## config.mk

```make
export PLATFORM = sky130hd
export DESIGN_NAME = sid_bus_regs
export DESIGN_NICKNAME = d
export VERILOG_FILES = /design/src/rtl/sid_bus_regs.sv
export SDC_FILE = /design/constraint.sdc
export NUM_CORES = 1
export LEC_CHECK = 0
export ABC_AREA = 1
export BUFFER_PORTS_ARGS = -buffer_cell sky130_fd_sc_hd__buf_2
export CORE_ASPECT_RATIO = 1.1
export CORE_MARGIN = 4
export CORE_UTILIZATION = 45
export CTS_BUF_LIST = sky130_fd_sc_hd__clkbuf_4
export DETAILED_ROUTE_END_ITERATION = 10
export GPL_ROUTABILITY_DRIVEN = 0
export PLACE_DENSITY = 0.78
export SLEW_MARGIN = 10
export SYNTH_ARGS = -nofsm -noshare
export SYNTH_HDL_FRONTEND = slang
export SYNTH_SLANG_ARGS = --single-unit
```

## constraint.sdc

```tcl
create_clock -name clk -period 1.9 [get_ports clk]
set_clock_uncertainty 0.15 [all_clocks]
set_input_delay 0.095 -clock clk [delete_from_list [all_inputs] [get_ports clk]]
set_output_delay 0.095 -clock clk [all_outputs]
set_load 0.05 [all_outputs]
```

## src/rtl/sid_bus_regs.sv

```systemverilog
// Bus-side register file for a SID-style sound chip: write-only voice and filter
// fields, readback of the analogue sources, and a decaying data-bus latch.
module sid_bus_regs #(
  parameter int unsigned BUS_DECAY = 8191
) (
  input  logic        clk,
  input  logic        n_reset,
  input  logic        clk_en,
  input  logic        cs_n,
  input  logic        rw,
  input  logic [4:0]  addr,
  input  logic [7:0]  d_in,
  output logic [7:0]  d_out,
  input  logic [7:0]  osc3,
  input  logic [7:0]  env3,
  input  logic [7:0]  potx,
  input  logic [7:0]  poty,
  output logic [15:0] r_freq     [0:2],
  output logic [11:0] r_pw       [0:2],
  output logic        r_noise    [0:2],
  output logic        r_pulse    [0:2],
  output logic        r_saw      [0:2],
  output logic        r_triangle [0:2],
  output logic        r_test     [0:2],
  output logic        r_ring     [0:2],
  output logic        r_sync     [0:2],
  output logic        r_gate     [0:2],
  output logic [3:0]  r_atk      [0:2],
  output logic [3:0]  r_dcy      [0:2],
  output logic [3:0]  r_stn      [0:2],
  output logic [3:0]  r_rls      [0:2],
  output logic [10:0] f_fc,
  output logic [3:0]  f_res,
  output logic [3:0]  f_filt,
  output logic [3:0]  f_mode,
  output logic [3:0]  f_vol
);

  localparam int unsigned ADDR_W  = 5;
  localparam int unsigned DATA_W  = 8;
  localparam int unsigned CNT_MIN = 13;
  localparam int unsigned CNT_W   = ($clog2(BUS_DECAY + 1) > CNT_MIN) ?
                                    $clog2(BUS_DECAY + 1) : CNT_MIN;
  localparam int NUM_VOICES   = 3;
  localparam int VOICE_STRIDE = 7;

  logic              wr_c;
  logic              rd_c;
  logic              src_hit_c;
  logic              load_c;
  logic [DATA_W-1:0] rd_data_c;
  logic [DATA_W-1:0] load_data_c;
  logic [DATA_W-1:0] latch;
  logic [CNT_W-1:0]  cnt;

  // Access decode and read-data mux; unmapped reads return the pre-update latch.
  always_comb begin
    wr_c      = clk_en & ~cs_n & ~rw;
    rd_c      = clk_en & ~cs_n & rw;
    src_hit_c = 1'b1;
    rd_data_c = latch;
    case (addr)
      5'h19:   rd_data_c = potx;
      5'h1A:   rd_data_c = poty;
      5'h1B:   rd_data_c = osc3;
      5'h1C:   rd_data_c = env3;
      default: src_hit_c = 1'b0;
    endcase
    load_c      = wr_c | (rd_c & src_hit_c);
    load_data_c = wr_c ? d_in : rd_data_c;
  end

  // Bus latch with decay; a load on the expiry tick takes priority over the clear.
  always_ff @(posedge clk or negedge n_reset) begin
    if (!n_reset) begin
      latch <= '0;
      cnt   <= '0;
    end else if (load_c) begin
      latch <= load_data_c;
      cnt   <= CNT_W'(BUS_DECAY);
    end else if (clk_en && (cnt != '0)) begin
      cnt <= cnt - CNT_W'(1);
      if (cnt == CNT_W'(1)) begin
        latch <= '0;
      end
    end
  end

  always_ff @(posedge clk or negedge n_reset) begin
    if (!n_reset) begin
      d_out <= '0;
    end else if (rd_c) begin
      d_out <= rd_data_c;
    end
  end

  // Per-voice fields at base 7*v.
  always_ff @(posedge clk or negedge n_reset) begin
    if (!n_reset) begin
      for (int v = 0; v < NUM_VOICES; v++) begin
        r_freq[v]     <= '0;
        r_pw[v]       <= '0;
        r_noise[v]    <= 1'b0;
        r_pulse[v]    <= 1'b0;
        r_saw[v]      <= 1'b0;
        r_triangle[v] <= 1'b0;
        r_test[v]     <= 1'b0;
        r_ring[v]     <= 1'b0;
        r_sync[v]     <= 1'b0;
        r_gate[v]     <= 1'b0;
        r_atk[v]      <= '0;
        r_dcy[v]      <= '0;
        r_stn[v]      <= '0;
        r_rls[v]      <= '0;
      end
    end else if (wr_c) begin
      for (int v = 0; v < NUM_VOICES; v++) begin
        if (addr == ADDR_W'(VOICE_STRIDE * v)) begin
          r_freq[v][7:0] <= d_in;
        end
        if (addr == ADDR_W'(VOICE_STRIDE * v + 1)) begin
          r_freq[v][15:8] <= d_in;
        end
        if (addr == ADDR_W'(VOICE_STRIDE * v + 2)) begin
          r_pw[v][7:0] <= d_in;
        end
        if (addr == ADDR_W'(VOICE_STRIDE * v + 3)) begin
          r_pw[v][11:8] <= d_in[3:0];
        end
        if (addr == ADDR_W'(VOICE_STRIDE * v + 4)) begin
          r_noise[v]    <= d_in[7];
          r_pulse[v]    <= d_in[6];
          r_saw[v]      <= d_in[5];
          r_triangle[v] <= d_in[4];
          r_test[v]     <= d_in[3];
          r_ring[v]     <= d_in[2];
          r_sync[v]     <= d_in[1];
          r_gate[v]     <= d_in[0];
        end
        if (addr == ADDR_W'(VOICE_STRIDE * v + 5)) begin
          r_atk[v] <= d_in[7:4];
          r_dcy[v] <= d_in[3:0];
        end
        if (addr == ADDR_W'(VOICE_STRIDE * v + 6)) begin
          r_stn[v] <= d_in[7:4];
          r_rls[v] <= d_in[3:0];
        end
      end
    end
  end

  // Filter and volume fields.
  always_ff @(posedge clk or negedge n_reset) begin
    if (!n_reset) begin
      f_fc   <= '0;
      f_res  <= '0;
      f_filt <= '0;
      f_mode <= '0;
      f_vol  <= '0;
    end else if (wr_c) begin
      case (addr)
        5'h15:   f_fc[2:0]  <= d_in[2:0];
        5'h16:   f_fc[10:3] <= d_in;
        5'h17: begin
          f_res  <= d_in[7:4];
          f_filt <= d_in[3:0];
        end
        5'h18: begin
          f_mode <= d_in[7:4];
          f_vol  <= d_in[3:0];
        end
        default: ;
      endcase
    end
  end

endmodule

```

-- After elaboration in Yosys (flattened, before gate mapping)
Index checks and enable logic that the tools add are counted.
W data, S select, Z words.
- flip-flop bits (word level): 212
- latch bits: 0
- RAM bits: 0
- memory bits (read-only): 0
- bits of input ports: 50
- output and inout bits: 191
- word-level logic and storage cells: 134
- memories kept: 0
- add/subtract/negate cells: 1
- $mul: 0
- div/mod/pow operators: 0
- $lt $le $gt $ge: 0
- equal/unequal tests: 29
- shift-type cells: 0
- mux-type cells: 8
- bitwise logic cells: 7
- reduce and logical (&&, ||, !) cells: 32
- operators by type and width (operator ; number):
    $eq A5 B5 Y1 const B ; 13
    $reduce_and A2 Y1 ; 26
    $eq A5 B4 Y1 const B ; 8
    $mux W8 ; 4
    $pmux W8 S4 ; 1
    $mux W13 ; 2
    $eq A5 B3 Y1 const B ; 4
    $eq A13 B1 Y1 const B ; 1
    $reduce_bool A13 Y1 ; 1
    $sub A13 B1 Y13 const B ; 1
    $eq A5 B2 Y1 const B ; 2
    $eq A5 B1 Y1 const B ; 1
    $logic_not A5 Y1 ; 1
    $and A1 B1 Y1 ; 4
    $reduce_bool A2 Y1 ; 2
    $reduce_or A4 Y1 ; 1
    $not A1 Y1 ; 2
    $logic_and A1 B1 Y1 ; 1
    $mux W1 ; 1
    $or A1 B1 Y1 ; 1

-- Logic depth before layout (Yosys ltp)
Gate-level depths: netlist of the first run.
- depth after elaboration: 7
- depth in mapped cells: 11
- mapped depth without buffers: 10

-- Least setup slack after synthesis of the first run
OpenSTA, ideal clock, no wires.
- path kind: register to register
- start: register cnt[0]
- end: register cnt[7]
- setup time: 0.128 ns
- data arrival time: 1.363 ns
- data required time: 1.622 ns
- setup slack: 0.259 ns
- cell stages (with the launch flop): 12
- path buffers: 1
- period minus slack after synthesis: 1.641 ns
- cells stage by stage: dfrtp_1 > inv_1 > ha_1 > nand2_1 > nor2_1 > nand2_1 > nand2_1 > inv_1 > clkbuf_1 > nand2_1 > nand2_1 > nand3_1
- cells in the longest elaborated chain, start to end: 3
- elaborated cells between the ends (all ways): 6
- those cells by class: add/sub: 1; mux: 2; reduce/logical: 3
- RTL lines (item ; line ; RTL):
    start: declaration ; 54 ; logic [CNT_W-1:0] cnt;
    start signal: assignment ; 80 ; cnt <= CNT_W'(BUS_DECAY);
    start signal: assignment ; 82 ; cnt <= cnt - CNT_W'(1);
    $sub A13 B1 Y13 / $reduce_bool A13 Y1 (equally long branches) ; 82, 81 ;
    $mux W13 / $logic_and A1 B1 Y1 (equally long branches) ; 81 ; end else if (clk_en && (cnt != '0)) begin
    $mux W13 / $reduce_bool A2 Y1 (equally long branches) ; - ;
Parallel ways exist; a longest one is shown, timed or not. The select of a mux whose other input is x is not followed.
A chain may end at the register's enable or synchronous reset.

-- Worst setup path in the final report of the first run
- start: input addr[3]
- end: register r_freq[38] (netlist name)
- cells in the longest elaborated chain, start to end: 2
- RTL lines (item ; line ; RTL):
    start: declaration ; 11 ; input logic [4:0] addr,
    $logic_not A5 Y1 ; 118 ; if (addr == ADDR_W'(VOICE_STRIDE * v)) begin
    $reduce_and A2 Y1 (no line) ; - ;
    end signal: indexed assignment ; 119 ; r_freq[v][7:0] <= d_in;
    end signal: indexed assignment ; 122 ; r_freq[v][15:8] <= d_in;
    end: declaration ; 18 ; output logic [15:0] r_freq [0:2],
No other way between the ends.

==> results of run 1 <==
[power by group]
| group | leakage [uW] | switching (uW) | total [uW] | internal (uW) |
|---|---|---|---|---|
| sequential | 0.00283 | 276 | 5220 | 4940 |
| combinational | 0.00318 | 2100 | 2790 | 697 |
| clock | 0.000399 | 1820 | 3890 | 2070 |
| total | 0.00641 | 4190 | 11900 | 7710 |
[what timing repair did]
item,4_1_cts,5_1_grt
hold buffers,64,3
setup endpoints to repair,0,5
hold endpoints to repair,424,3
setup buffers,0,2
resized for setup,0,9
[sequential cells by signal, summed over array words and instances (netlist names), 8 cells and up]
name    flops
d_out       8
r_pw       36
f_fc       11
r_atk      12
r_rls      12
r_stn      12
latch       8
r_dcy      12
r_freq     48
cnt        13
[worst reg2reg max path, stage by stage (launching register included)]
cell     delay (ns)
dfrtp_1        0.39
inv_1          0.12
ha_1           0.16
nand2_1        0.05
nor2_1         0.10
nand2_1        0.09
nand2_1        0.10
inv_1          0.06
nand2_1        0.25
nand3_1        0.13
nand2_1        0.10
[path summary, 6_finish.rpt]
kind / from / to / slack, ns
min in group asynchronous: n_reset / r_freq[23] / 0.45
max: addr[3] / r_freq[38] / 0.08
min reg2reg: r_atk[0] / r_atk[0] / 0.33
max reg2reg: cnt[0] / latch[2] / 0.15
min: poty[1] / latch[1] / -0.04
max in group asynchronous: n_reset / r_stn[11] / 0.82
[logic make-up (layout without fill, tap and decap cells)]
logic type | after synthesis | after routing
flops | 212 | 212
simple gates | 446 | 446
xor+xnor | 3 | 3
buf+inv | 85 | 460
fa+ha+maj | 3 | 3
other cells | 0 | 5
compound gates | 196 | 196
[synthesized netlist by cell type, drive strengths merged]
master and instances:
clkbuf 22, nor2 65, buf 28, or2 1, nand3b 5, nand4 11
nor3 4, dfrtp 212, nand3 55, o211ai 1, o21ai 195, xor2 3
ha 3, nand2 305, inv 33, clkinv 2
[routing by layer]
| layer | wire length, um | up-vias | track usage |
|---|---|---|---|
| li1 | - | 3802 | - |
| met1 | 11000 | 3846 | 0.326 |
| met2 | 13100 | 402 | 0.389 |
| met3 | 2280 | 111 | 0.0679 |
| met4 | 1200 | 4 | 0.116 |
| met5 | 21 | - | 0 |
[area by class of cell]
cell class	instances	area, um2	area share
Clock buffer	74	556	0.0475
Sequential cell	212	5310	0.453
Tap cell	247	309	0.0264
Timing Repair Buffer	333	2150	0.184
Antenna cell	5	12.5	0.00107
Clock inverter	18	126	0.0108
Inverter	35	133	0.0113
Multi-Input combinational cell	648	3110	0.266
[per-stage QoR]
stage                     hold WS (ns)   util
final                          -0.0441  0.608
after floorplan                 -0.351      -
after global placement         -0.0859  0.537
after global routing          -0.00141  0.608
after CTS                      0.00426  0.606
after detailed placement       -0.0836  0.537
==> flow_metrics.env, run 1 <==
export IMPL_critPathMaxFanout=16
export IMPL_crit_cells=9
export IMPL_die_w_um=142
export IMPL_clk_latency_ns=0.62
export IMPL_crit_type="in -> reg"
export IMPL_setup_ws_ns=0.0790
export IMPL_synth_simple_area_share=0.217
export IMPL_via_per_inst=5.19
export IMPL_status="finished with violations"
export IMPL_period_needed_ns=1.82
export IMPL_whs_path_depth=8
export IMPL_grt_start_max_net_pins=50
export IMPL_worst_ep_required_time_ns=2.25
export IMPL_hold_path_class="in -> reg"
export IMPL_end_kind="flip-flop"
export IMPL_synth_area_leader_cell="dfrtp_1"
export IMPL_r2r_cells=10
export IMPL_finalMaxSlewViolations=0
export IMPL_drc=0
export IMPL_clkSlewWorstSetupHoldPaths_ns=0.07
export IMPL_portBuffers=240
export IMPL_post_dp_hpwl_mm=17.1
export IMPL_cts_tree="done"
export IMPL_clkSinkCount=212
export IMPL_path_delay_family="buffers and inverters"
export IMPL_crit_chain="buf_2 -> dlygate4sd3_1 -> inv_1 -> nand2_1 -> nor2_1 -> dlygate4sd3_1 -> nand2_4 -> nand2_1 -> o21ai_1"
export IMPL_tns_ns=0
export IMPL_place_area_mm2=0.0103
export IMPL_cts_inserted_buffers=52
export IMPL_violations="negative hold slack"
export IMPL_instances_no_fill=1572
export IMPL_synth_top_cells_by_area="dfrtp_1 60%, nand2_1 12%, o21ai_0 5.6%"
export IMPL_whs_ns=-0.0441
export IMPL_fin_nets=1335
export IMPL_cp_buffers_inverters=4
export IMPL_synth_avg_cell_area_um2=9.36
export IMPL_syn_area_mm2=0.00884
export IMPL_setup_viol=0
export IMPL_cp_start_kind="input port"
export IMPL_root_buffer="clkbuf_4"
export IMPL_drv_cap=0
export IMPL_ys_seq_area_frac=0.600
export IMPL_wl_per_cell_um=17.5
export IMPL_critPathMaxStageDelay_ns=0.64
export IMPL_final_common_cell="nand2_1"
export IMPL_die_h_um=155
export IMPL_synth_compound_area_frac=0.124
export IMPL_htreeDepth=2
export IMPL_post_route_period_util=0.958
export IMPL_syn_instance_count=945
export IMPL_final_area_mm2=0.0117
export IMPL_first_pass_iters=5
export IMPL_cpMaxStageDelayCell="dlygate4sd3_1"
export IMPL_drt_iter0_drc=576
export IMPL_area_growth_pct=32.3
export IMPL_synth_adder_area_share=0.00425
export IMPL_place_ws_ns=0.0808
export IMPL_overflow=0
export IMPL_synthMuxAreaShare=0
export IMPL_fp_dieArea_mm2=0.0220
export IMPL_power_density_mw_per_mm2=1020
export IMPL_hold_viol=3
export IMPL_start_util=0.460
export IMPL_cts_buffer_depth=3
export IMPL_peakVddDrop_v=0.000534
export IMPL_synth_top_family_by_area="simple AND/OR/NAND/NOR gates"
export IMPL_synth_warnings=0
export IMPL_power_total_uw=11900
export IMPL_n_fill_cell=1613
export IMPL_syn_nets=998
export IMPL_postRouteAntennaNets=0
export IMPL_critPathArrivalTime_ns=2.17
export IMPL_ios=241
export IMPL_wl_mm=27.6
export IMPL_grt_antenna_before_repair=5
export IMPL_ys_types=28
export IMPL_grt_usage=0.250
export IMPL_leakage_uw=0.00641
export IMPL_synth_top_cell_area_share=0.600
export IMPL_routed_via_count=8165
export IMPL_slew_limit_headroom=0.672
export IMPL_final_cell_mix="290 x nand2_1, 239 x buf_2, 212 x dfrtp_1, 99 x o21ai_0, 74 x clkbuf_4"
export IMPL_design_core_area_mm2=0.0192
export IMPL_grt_pass1_vias=8067
export IMPL_grt_pass1_wl_mm=43.3
export IMPL_drive_gt1_frac=0.309
export IMPL_worst_pin_slew_ns=0.491
export IMPL_ys_ff_latch=212
export IMPL_rows=53
export IMPL_timing_fmax_ghz=0.549
export IMPL_dp_cells=1411
export IMPL_synth_xor_area_frac=0.00297
Power figures use the tool's default switching activity.
==> inputs of run 2 (changes only) <==
--- a/config.mk
+++ b/config.mk
@@ -7,7 +7,7 @@
 export LEC_CHECK = 0
 export ABC_AREA = 1
 export BUFFER_PORTS_ARGS = -buffer_cell sky130_fd_sc_hd__buf_2
-export CORE_ASPECT_RATIO = 1.1
+export CORE_ASPECT_RATIO = 0.9
 export CORE_MARGIN = 4
 export CORE_UTILIZATION = 45
 export CTS_BUF_LIST = sky130_fd_sc_hd__clkbuf_4
==> run 2 against run 1 <==
Compared with the run above: the run ends with negative setup slack left; critical endpoint is now latch[7]; hold slack improved by 0.053 ns; register-to-register slack improved by 0.02 ns; global-route usage fell by 0.18 points; non-clock buffer count rose by 3; final area fell by 0.42%; sequential share of layout area rose by 0.19 points; worst setup slack got worse by 0.25 ns.
==> flow_metrics.env, run 2 (synthesis results as in run 1) <==
export IMPL_postRouteAntennaNets=0
export IMPL_die_w_um=156
export IMPL_worst_pin_slew_ns=0.617
export IMPL_setup_viol=1
export IMPL_worst_ep_required_time_ns=2.24
export IMPL_status="finished with violations"
export IMPL_clkSinkCount=212
export IMPL_timing_fmax_ghz=0.484
export IMPL_final_common_cell="nand2_1"
export IMPL_place_ws_ns=0.0561
export IMPL_largestRegisters="r_freq: 48 flops, r_pw: 36 flops, cnt: 13 flops"
export IMPL_ios=241
export IMPL_start_util=0.460
export IMPL_grt_start_max_net_pins=60
export IMPL_cp_common_cell="nor2_1"
export IMPL_drc=0
export IMPL_fp_dieArea_mm2=0.0220
export IMPL_cp_startpoint="addr[4]"
export IMPL_hp_start="addr[1]"
export IMPL_finalMaxSlewViolations=0
export IMPL_critPathMaxFanout=30
export IMPL_leakage_uw=0.00641
export IMPL_overflow=0
export IMPL_drt_iter0_drc=569
export IMPL_wl_per_cell_um=17.7
export IMPL_violations="negative setup slack"
export IMPL_final_cell_mix="287 x nand2_1, 238 x buf_2, 212 x dfrtp_1, 99 x o21ai_0, 74 x clkbuf_4"
export IMPL_cts_buffer_depth=3
export IMPL_portBuffers=240
export IMPL_post_route_period_util=1.09
export IMPL_cpMaxStageDelayCell="dlygate4sd3_1"
export IMPL_routed_via_count=8221
export IMPL_critPathMaxStageDelay_ns=0.59
export IMPL_power_total_uw=11700
export IMPL_hold_path_class="in -> reg"
export IMPL_first_pass_iters=7
export IMPL_grt_pass1_wl_mm=43.3
export IMPL_drv_cap=0
export IMPL_cts_tree="done"
export IMPL_slew_limit_headroom=0.589
export IMPL_drive_gt1_frac=0.317
export IMPL_rows=48
export IMPL_rsz0062_at_grt="yes"
export IMPL_regArea_mm2=0.00531
export IMPL_design_core_area_mm2=0.0192
export IMPL_clkSlewWorstSetupHoldPaths_ns=0.06
export IMPL_post_dp_hpwl_mm=17.7
export IMPL_power_density_mw_per_mm2=1010
export IMPL_grt_antenna_before_repair=2
export IMPL_peakVddDrop_v=0.000533
export IMPL_largest_reg_flops=48
export IMPL_root_buffer="clkbuf_4"
export IMPL_end_kind="flip-flop"
export IMPL_hold_viol=0
export IMPL_clk_latency_ns=0.62
export IMPL_grt_usage=0.248
export IMPL_die_h_um=141
export IMPL_setup_ws_ns=-0.168
export IMPL_critPathArrivalTime_ns=2.41
export IMPL_multi_input_area_mm2=0.00312
export IMPL_area_growth_pct=31.8
export IMPL_crit_chain="dlygate4sd3_1 -> clkbuf_4 -> buf_8 -> nand3_1 -> nand2_1 -> dlygate4sd3_1 -> nor2_1 -> nor2_1 -> nor2_1 -> nand2_1"
export IMPL_timing_rr_start="cnt[0]"
export IMPL_wl_mm=27.7
export IMPL_cp_start_kind="input port"
export IMPL_largest_register="r_freq"
export IMPL_cts_inserted_buffers=53
export IMPL_period_needed_ns=2.07
export IMPL_crit_type="in -> reg"
export IMPL_grt_pass1_vias=8186
export IMPL_htreeDepth=2
export IMPL_fin_nets=1339
export IMPL_via_per_inst=5.25
export IMPL_n_fill_cell=1617
-- run 2: cell count changes in the layout (fill, tap and decap cells not counted), moves of 2 or more --
cell	previous run	this run
buf_12	7	4
clkinv_1	15	5
dlygate4sd3_1	61	59
nand2_2	6	8
buf_4	25	32
nand2_1	290	287
-- run 2: through the flow --
| stage | instance area (um2) | hold slack [ns] | setup TNS [ns] | utilization | instances |
|---|---|---|---|---|---|
| after floorplan | 8840 | -0.351 | 0 | - | 945 |
| after global placement | 10400 | -0.0244 | 0 | 0.539 | 1420 |
| after detailed placement | 10400 | -0.0203 | 0 | 0.539 | 1420 |
| after CTS | 11600 | 0.00123 | 0 | 0.603 | 1560 |
| after global routing | 11600 | -0.00163 | -0.145 | 0.606 | 1564 |
| final | 11600 | 0.00848 | -0.168 | 0.606 | 1565 |
-- run 2: final cells by class --
cell class | instances | share of cell area
Antenna cell | 4 | 0.000859
Clock buffer | 73 | 0.0470
Clock inverter | 7 | 0.00677
Inverter | 35 | 0.0114
Multi-Input combinational cell | 648 | 0.268
Sequential cell | 212 | 0.455
Tap cell | 250 | 0.0269
Timing Repair Buffer | 336 | 0.184
-- run 2: critical path, delay by kind of cell --
family / cells / cell delay (ns)
buffers and inverters: 4 / 1.58
AND/OR/NAND/NOR: 6 / 0.73
-- run 2: final timing paths --
path	end	slack, ns	cells after the start
setup / recovery	latch[7]	-0.17	10
hold / removal	r_freq[4]	0.008	5
setup reg to reg	latch[7]	0.17	10
hold reg to reg	r_pw[16]	0.32	2
max in group asynchronous	f_fc[6]	0.51	4
min in group asynchronous	r_pw[20]	0.42	3
-- run 2: per-layer routing --
layer | share of wire | global-route usage | up-vias
li1 | - | - | 3804
met1 | 0.43 | 0.338 | 3940
met2 | 0.46 | 0.389 | 404
met3 | 0.085 | 0.0620 | 73
met4 | 0.025 | 0.0857 | 0
met5 | 0 | 0 | -
-- run 2: repair_timing --
action	4_1_cts	5_1_grt
buffers inserted	0	2
endpoints found under the setup margin	0	49
hold buffers	60	0
gates resized for setup	0	17
hold endpoints to repair	410	0
-- run 2: report_power, final --
part	total [uW]	internal [uW]	switching [uW]
clock network	3710	2000	1710
logic	2780	683	2090
registers	5220	4950	277
total	11700	7630	4080
==> inputs of run 3 (changes only) <==
--- a/config.mk
+++ b/config.mk
@@ -9,12 +9,13 @@
 export BUFFER_PORTS_ARGS = -buffer_cell sky130_fd_sc_hd__buf_2
 export CORE_ASPECT_RATIO = 0.9
 export CORE_MARGIN = 4
-export CORE_UTILIZATION = 45
+export CORE_UTILIZATION = 30
 export CTS_BUF_LIST = sky130_fd_sc_hd__clkbuf_4
 export DETAILED_ROUTE_END_ITERATION = 10
 export GPL_ROUTABILITY_DRIVEN = 0
-export PLACE_DENSITY = 0.78
+export PLACE_DENSITY = 0.59
 export SLEW_MARGIN = 10
 export SYNTH_ARGS = -nofsm -noshare
 export SYNTH_HDL_FRONTEND = slang
 export SYNTH_SLANG_ARGS = --single-unit
+export TNS_END_PERCENT = 20
==> run 3 against run 2 <==
Compared with the run above: the flow finishes with violations (negative hold slack, negative setup slack); flip-flop and latch count did not move; utilization fell by 19 points; final cell count rose by 11%; clock power rose by 10%; die area up 47%; critical path type unchanged.
==> flow_metrics.env, run 3 (synthesis results as in run 1) <==
export IMPL_drive_gt1_frac=0.318
export IMPL_power_density_mw_per_mm2=1000
export IMPL_overflow=0
export IMPL_cts_inserted_buffers=56
export IMPL_clkSlewWorstSetupHoldPaths_ns=0.07
export IMPL_routed_via_count=7886
export IMPL_worst_pin_slew_ns=0.559
export IMPL_grt_pass1_vias=7909
export IMPL_largest_reg_flops=48
export IMPL_area_growth_pct=36.9
export IMPL_final_cell_mix="290 x nand2_1, 239 x buf_2, 212 x dfrtp_1, 99 x o21ai_0, 78 x clkbuf_4"
export IMPL_largestRegisters="r_freq: 48 flops, r_pw: 36 flops, cnt: 13 flops"
export IMPL_violations="negative hold slack, negative setup slack"
export IMPL_die_h_um=171
export IMPL_wl_mm=28.4
export IMPL_ios=241
export IMPL_setup_viol=3
export IMPL_regToRegEndpoint="cnt[3]"
export IMPL_start_util=0.305
export IMPL_drv_cap=0
export IMPL_final_common_cell="nand2_1"
export IMPL_clk_latency_ns=0.65
export IMPL_rows=59
export IMPL_slew_limit_headroom=0.627
export IMPL_wl_per_cell_um=16.3
export IMPL_cts_tree="done"
export IMPL_hold_path_class="in -> reg"
export IMPL_whs_path_depth=8
export IMPL_grt_usage=0.174
export IMPL_largest_register="r_freq"
export IMPL_first_pass_iters=5
export IMPL_rrSetupSlack_ns=0.19
export IMPL_drt_iter0_drc=492
export IMPL_hp_start="poty[4]"
export IMPL_final_area_mm2=0.0121
export IMPL_grt_antenna_before_repair=5
export IMPL_postLayoutCoreUtil=0.417
export IMPL_timing_fmax_ghz=0.515
export IMPL_die_w_um=189
export IMPL_place_area_mm2=0.0106
export IMPL_finalMaxSlewViolations=0
export IMPL_critPathMaxFanout=2
export IMPL_rsz0062_at_grt="yes"
export IMPL_portBuffers=240
export IMPL_leakage_uw=0.00656
export IMPL_whs_ns=-0.00806
export IMPL_worstHoldEndpoint="latch[4]"
export IMPL_cp_start_kind="input port"
export IMPL_grt_pass1_wl_mm=44.5
export IMPL_period_needed_ns=1.94
export IMPL_r2r_cells=10
export IMPL_via_per_inst=4.53
export IMPL_htreeDepth=2
export IMPL_cts_buffer_depth=3
export IMPL_crit_type="in -> reg"
export IMPL_postRouteAntennaNets=0
export IMPL_cp_startpoint="potx[0]"
export IMPL_drc=0
export IMPL_fp_dieArea_mm2=0.0323
export IMPL_post_route_period_util=1.02
export IMPL_timing_rr_start="cnt[0]"
export IMPL_design_core_area_mm2=0.0290
export IMPL_setup_ws_ns=-0.0404
export IMPL_clkSinkCount=212
export IMPL_worst_ep_required_time_ns=2.28
export IMPL_root_buffer="clkbuf_4"
export IMPL_cts_setup_buffers=0
export IMPL_status="finished with violations"
export IMPL_post_dp_hpwl_mm=18.9
export IMPL_hold_viol=1
export IMPL_critPathArrivalTime_ns=2.32
export IMPL_end_kind="flip-flop"
export IMPL_grt_start_max_net_pins=51
export IMPL_fin_nets=1359
export IMPL_peakVddDrop_v=0.000531
[run 3: metal layers]
layer  vias up  GRT usage  part of all wire
met5         -          0                 0
met4         0     0.0627             0.025
met3        57     0.0559             0.083
met2       262      0.264              0.45
met1      3725      0.236              0.44
li1       3842          -                 -
[run 3: layout make-up]
class	instances	area (um2)
well taps	396	495
flip-flops and latches	212	5310
fillers	2916	16900
clock inverters	12	128
clock buffers	78	586
multi-input cells	648	3110
inverters	35	133
diodes	6	15.0
repair buffers	353	2330
[run 3: worst max path at each step]
| stage | endpoint | slack (ns) |
|---|---|---|
| finish | d_out[0] | -0.04 |
| global route | d_out[0] | -0.04 |
| CTS | latch[5] | 0.009 |
| detailed placement | r_test[2] | 0.07 |
| global placement | r_ring[2] | 0.09 |
| floorplan | cnt[7] | 0.26 |
[run 3: worst max-delay path: stages]
cell	delay, ns
dlygate4sd3_1	0.54
buf_2	0.13
nand3_1	0.08
nand2_1	0.06
dlygate4sd3_1	0.57
nor2_2	0.12
nand2_1	0.06
dlygate4sd3_1	0.54
nand2_1	0.06
nand2_1	0.05
[run 3: metrics by stage]
step	power, uW	worst slack (ns)	std cells	TNS (ns)	hold WS, ns
4_1_cts	12300	0.00902	1732	0	0.000402
3_3_place_gp	7950	0.0864	1571	0	-0.0528
2_1_floorplan	7120	0.259	945	0	-0.351
3_5_place_dp	7990	0.0677	1571	0	-0.0553
5_1_grt	12800	-0.0369	1739	-0.0894	0.0105
6_report	12100	-0.0404	1740	-0.0878	-0.00806
[run 3: timing repair]
| action | CTS | global route |
|---|---|---|
| hold buffers | 71 | 3 |
| setup endpoints to repair | 0 | 14 |
| hold endpoints to repair | 418 | 2 |
| gates resized for setup | 0 | 16 |
[run 3: report_power, final]
group / leakage [uW] / switching (uW) / internal (uW)
registers: 0.00283 / 252 / 4940
clock network: 0.000422 / 1810 / 2270
logic: 0.00330 / 2100 / 723
total: 0.00656 / 4160 / 7940
